<file path="config.mk">
export PLATFORM = sky130hd
export DESIGN_NAME = commit_trace_buffer
export DESIGN_NICKNAME = d
export VERILOG_FILES = /design/src/rtl/commit_trace_buffer.sv
export SDC_FILE = /design/constraint.sdc
export NUM_CORES = 2
export LEC_CHECK = 0
export BUFFER_PORTS_ARGS = -buffer_cell sky130_fd_sc_hd__buf_4
export CORE_ASPECT_RATIO = 0.8
export CORE_UTILIZATION = 59
export CTS_CLUSTER_DIAMETER = 120
export CTS_CLUSTER_SIZE = 20
export DETAILED_ROUTE_END_ITERATION = 10
export GPL_ROUTABILITY_DRIVEN = 0
export PLACE_DENSITY = 0.85
export SETUP_SLACK_MARGIN = 0.2
export SYNTH_ARGS = -nofsm -noshare
export SYNTH_HDL_FRONTEND = slang
export SYNTH_SLANG_ARGS = --single-unit
</file>
<file path="constraint.sdc">
create_clock -name clk -period 27.6 [get_ports clk]
set_clock_uncertainty 0.1 [all_clocks]
set_input_delay 5.52 -clock clk [delete_from_list [all_inputs] [get_ports clk]]
set_output_delay 5.52 -clock clk [all_outputs]
set_load 0.02 [all_outputs]
</file>
<file path="src/rtl/commit_trace_buffer.sv">
// Commit trace FIFO between a CPU's retire stage and a host/difftest consumer.
// Tracks commit count, idle timeout, dropped commits and ebreak halt as sticky status.
module commit_trace_buffer #(
  parameter int unsigned DEPTH   = 8,
  parameter int unsigned TIMEOUT = 1024
) (
  input  logic                     clk,
  input  logic                     rst,
  input  logic                     commit_i_valid,
  input  logic [31:0]              commit_i_instr,
  input  logic [63:0]              commit_i_pc,
  input  logic [63:0]              commit_i_pre_pc,
  input  logic                     trace_i_ready,
  input  logic                     trace_i_clear,
  output logic                     trace_o_valid,
  output logic [31:0]              trace_o_instr,
  output logic [63:0]              trace_o_pc,
  output logic [63:0]              trace_o_pre_pc,
  output logic [31:0]              trace_o_seq,
  output logic [$clog2(DEPTH):0]   trace_o_count,
  output logic [63:0]              trace_o_commit_cnt,
  output logic                     trace_o_overflow,
  output logic                     trace_o_timeout,
  output logic                     trace_o_halt
);

  localparam int unsigned AW = $clog2(DEPTH);
  localparam int unsigned IW = $clog2(TIMEOUT + 1);
  localparam logic [AW:0]   DepthCnt   = (AW + 1)'(DEPTH);
  localparam logic [IW-1:0] TimeoutCnt = IW'(TIMEOUT);
  localparam logic [31:0]   Ebreak     = 32'h00100073;

  logic [31:0] instr_mem  [DEPTH];
  logic [63:0] pc_mem     [DEPTH];
  logic [63:0] pre_pc_mem [DEPTH];
  logic [31:0] seq_mem    [DEPTH];

  logic [AW-1:0] wr_ptr_q, rd_ptr_q;
  logic [AW:0]   count_q;
  logic [63:0]   commit_cnt_q;
  logic [IW-1:0] idle_q;
  logic          overflow_q, timeout_q, halt_q;

  logic pop, push, drop, idle_tick;

  always_comb begin
    pop  = (count_q != '0) && trace_i_ready;
    push = commit_i_valid && !halt_q && ((count_q < DepthCnt) || pop);
    // Commits arriving while halted are ignored, not counted as drops.
    drop = commit_i_valid && !halt_q && !push;
    idle_tick = !halt_q && !commit_i_valid && (idle_q < TimeoutCnt);
  end

  always_ff @(posedge clk or negedge rst) begin
    if (!rst) begin
      wr_ptr_q <= '0;
      rd_ptr_q <= '0;
      count_q  <= '0;
    end else begin
      if (push) wr_ptr_q <= wr_ptr_q + 1'b1;
      if (pop)  rd_ptr_q <= rd_ptr_q + 1'b1;
      if (push && !pop)      count_q <= count_q + 1'b1;
      else if (pop && !push) count_q <= count_q - 1'b1;
    end
  end

  // Payload storage needs no reset: outputs are masked while the FIFO is empty.
  always_ff @(posedge clk) begin
    if (push) begin
      instr_mem[wr_ptr_q]  <= commit_i_instr;
      pc_mem[wr_ptr_q]     <= commit_i_pc;
      pre_pc_mem[wr_ptr_q] <= commit_i_pre_pc;
      seq_mem[wr_ptr_q]    <= commit_cnt_q[31:0];
    end
  end

  always_ff @(posedge clk or negedge rst) begin
    if (!rst) begin
      commit_cnt_q <= '0;
      idle_q       <= '0;
      overflow_q   <= 1'b0;
      timeout_q    <= 1'b0;
      halt_q       <= 1'b0;
    end else if (trace_i_clear) begin
      commit_cnt_q <= '0;
      idle_q       <= '0;
      overflow_q   <= 1'b0;
      timeout_q    <= 1'b0;
      halt_q       <= 1'b0;
    end else begin
      if (push) commit_cnt_q <= commit_cnt_q + 64'd1;
      if (drop) overflow_q <= 1'b1;
      if (push && (commit_i_instr == Ebreak)) halt_q <= 1'b1;
      if (!halt_q) begin
        if (commit_i_valid) idle_q <= '0;
        else if (idle_tick) idle_q <= idle_q + 1'b1;
      end
      if (idle_tick && (idle_q == TimeoutCnt - 1'b1)) timeout_q <= 1'b1;
    end
  end

  always_comb begin
    trace_o_valid      = (count_q != '0);
    trace_o_instr      = trace_o_valid ? instr_mem[rd_ptr_q]  : '0;
    trace_o_pc         = trace_o_valid ? pc_mem[rd_ptr_q]     : '0;
    trace_o_pre_pc     = trace_o_valid ? pre_pc_mem[rd_ptr_q] : '0;
    trace_o_seq        = trace_o_valid ? seq_mem[rd_ptr_q]    : '0;
    trace_o_count      = count_q;
    trace_o_commit_cnt = commit_cnt_q;
    trace_o_overflow   = overflow_q;
    trace_o_timeout    = timeout_q;
    trace_o_halt       = halt_q;
  end

endmodule
</file>
==> impl_metrics.json <==
{
  "place_ws_ps": 16890,
  "worst-slew-pin-transition_ps": 1062,
  "achievable-frequency_ghz": 0.08917,
  "min_delay_worst_endpoint": "idle_q[9]",
  "synth.distinct_cells": 54,
  "start_util": 0.5978,
  "regToRegEndpoint": "pre_pc_mem[6][62]",
  "placement.io_buffers": 428,
  "grt_max_degree": 132,
  "whs_ps": 418.4,
  "synth_top_cell_area_share": 0.7355,
  "layout_commonest_cell": "sky130_fd_sc_hd__edfxtp_1",
  "io_pins": 429,
  "cts.clk_slew.worst_paths_ps": 80,
  "die_width_um": 366.5,
  "synth_edf_count": 1536,
  "clock_tree.root_cell": "sky130_fd_sc_hd__clkbuf_16",
  "tritoncts_clock_tree": "yes",
  "die_area_um2": 107600,
  "postSynthNetCount": 3106,
  "first_global_vias": 31510,
  "critical_path.endpoint_type": "output pin",
  "detailroute.via_count": 30650,
  "dpl.hpwl_mm": 74.99,
  "netlist_area_before_placement_um2": 62710,
  "worst_ep_required_time_ps": 21980,
  "dr.first_iter.drc_count": 3062,
  "netlist_top_cells_area": "sky130_fd_sc_hd__edfxtp_1 74%, sky130_fd_sc_hd__mux4_2 14%, sky130_fd_sc_hd__dfrtp_1 3.5%, sky130_fd_sc_hd__mux2i_1 3.1%, sky130_fd_sc_hd__nor2_1 1.4%",
  "setup_viol": 0,
  "vias_per_cell": 6.386,
  "cts_setup_buffers": 0,
  "rsz_0062_raised_after_global_routing": "false",
  "timing.rr.start": "trace_o_count[3]",
  "finalCritPeriodShare": 0.4063,
  "holdPathStages": 1,
  "total_power_mw": 7.032,
  "reg2reg_slack_ps": 23330,
  "post-synth-top-area-cell": "sky130_fd_sc_hd__edfxtp_1",
  "post_drt_wl_per_cell_um": 28.05,
  "synth_async_sr_flop_share": 0.05419,
  "yosys_warnings": 0,
  "status": "complete, no violations",
  "finish.net_count": 3524,
  "drive_above_1_share": 0.2920,
  "cts_inserted_buffers": 91,
  "firstDrtPassIters": 5,
  "worst_ir_drop_vdd_mv": 0.09678,
  "clock_path_buffers": 3,
  "dieHeight_um": 293.6,
  "drt_wl_total_mm": 134.6,
  "finalHoldViolCount": 0,
  "slew_viol_final": 0,
  "grt_overflow": 0,
  "grt_pass1_wl_mm": 199.7,
  "drv_cap": 0,
  "commonest_non_fill_non_tap_cells_in_the_layout": "1536 x sky130_fd_sc_hd__edfxtp_1, 474 x sky130_fd_sc_hd__buf_4, 384 x sky130_fd_sc_hd__mux4_2",
  "clock_insertion_delay_at_the_later_pin_of_the_skew_report_ps": 690,
  "post_synth.cell_area_avg_um2": 21.38,
  "cells_along_the_critical_path": "buf_4, buf_12, buf_4, mux4_2, mux2i_1, nor2_1, buf_4",
  "cts_resized": 0,
  "layout.filler_cells": 6362,
  "drc": 0,
  "r2r_cell_count": 7,
  "synthesis.instances": 2933,
  "clock_tree.htree_level_count": 3,
  "final_core_utilization": 0.6676,
  "grt_antenna_before_repair": 19,
  "time_the_final_worst_path_needs_with_i_o_delays_and_setup_ps": 11220,
  "slew_margin_rel": 0.2862,
  "p_leak_nw": 23.40,
  "core_area_um2": 104900,
  "yosys_register_bits": 1624,
  "arrival_ps": 5600,
  "worst_hold_startpoint": "idle_q[9]",
  "cts_sinks": 1624,
  "groute.usage.overall": 0.2499,
  "crit_top_cell": "sky130_fd_sc_hd__buf_4",
  "cpMaxStageDelayCell": "sky130_fd_sc_hd__dfrtp_4",
  "floorplan.rows": 106,
  "timing.final.ws_setup_ps": 16390,
  "timing.setup.tns_ps": 0,
  "hp-class": "reg2reg",
  "ant_nets": 0,
  "startpoint_type": "flop",
  "ys_seq_area_frac": 0.7706,
  "critical_path_peak_fanout": 109,
  "synth-main-ff-cell": "sky130_fd_sc_hd__edfxtp_1",
  "timing_worst_setup_path_type": "reg2out",
  "power_per_cell_area_nw_per_um2": 100.4,
  "post_cts_hold_buffer_count": 0,
  "worst_path_largest_cell_delay_ps": 1080,
  "area.growth.synth_to_final_pct": 11.69
}
-- sequential cells by signal (all words and copies together) (netlist names) --
name,count
pre_pc_mem,512
wr_ptr_q,3
trace_o_timeout,1
idle_q,11
instr_mem,256
trace_o_commit_cnt,64
seq_mem,256
trace_o_overflow,1
trace_o_halt,1
rd_ptr_q,3
trace_o_count,4
pc_mem,512
-- final cells by class --
type	instances	area, µm²	area share
well taps	1404	1757	0.02508
clock buffers	117	2375	0.03391
flip-flops and latches	1624	48340	0.6901
inverters	13	48.80	0.0006967
diodes	12	30.03	0.0004287
multi-input cells	1144	13750	0.1963
repair buffers	477	3618	0.05166
clock inverters	8	126.4	0.001804
-- metrics by stage --
stage | instances | area [µm²]
2_1_floorplan | 2933 | 62710
3_3_place_gp | 4662 | 67510
3_5_place_dp | 4662 | 67510
4_1_cts | 4787 | 70010
5_1_grt | 4798 | 70040
6_report | 4799 | 70040
-- how the worst max path moves through the flow --
stage,from,to,cells after the start
floorplan,commit_i_valid,instr_mem[1][0],4
global placement,rd_ptr_q[0],trace_o_pc[43],7
detailed placement,rd_ptr_q[0],trace_o_pc[43],7
CTS,rd_ptr_q[0],trace_o_pc[43],7
global route,rd_ptr_q[0],trace_o_pc[43],7
finish,rd_ptr_q[0],trace_o_pc[43],7
-- where the power goes --
| group | internal (mW) | switching (mW) | leakage (nW) |
|---|---|---|---|
| Combinational | 1.11 | 1.44 | 7.01 |
| Clock | 0.611 | 0.745 | 1.21 |
| Sequential | 2.99 | 0.135 | 15.2 |
-- cells in the mapped netlist, drive strengths merged (2+ instances only) --
master and count:
edfxtp 1536, mux4 384, nor2 238, mux2i 193, dfrtp 88, clkbuf 84
buf 68, nand2 42, a21oi 40, nand4 28, nand3 26, xor2 21
o21ai 20, o31ai 20, or4 20, xnor2 18, or3 17, inv 12
and3 11, nor4 11, nor3 9, and4 8, ha 7, nand2b 5
nor2b 4, nor4b 4, mux2 3, nor3b 2, nor4bb 2
-- worst max-delay path: cells and delay by family, from the launching register on --
kind	cells	cell delay, ps
flops	1	1080
buf+inv	4	2620
simple gates	1	80
mux	2	930
-- routing by layer --
layer  track usage  share of wire  vias to the layer above
met5             0        0.00069                        -
met3       0.04627          0.079                      223
met1        0.3438           0.39                    16120
li1              -              -                    12830
met2        0.4110           0.51                     1459
met4       0.08103          0.029                       16
-- cells by family after synthesis --
family,count (synthesis),synth area share
buf+inv,165,0.01095
compound gates,88,0.008260
mux,580,0.1693
flops,1624,0.7706
fa+ha+maj,8,0.001716
simple gates,429,0.03374
xor+xnor,39,0.005447
Power figures use the tool's default switching activity.
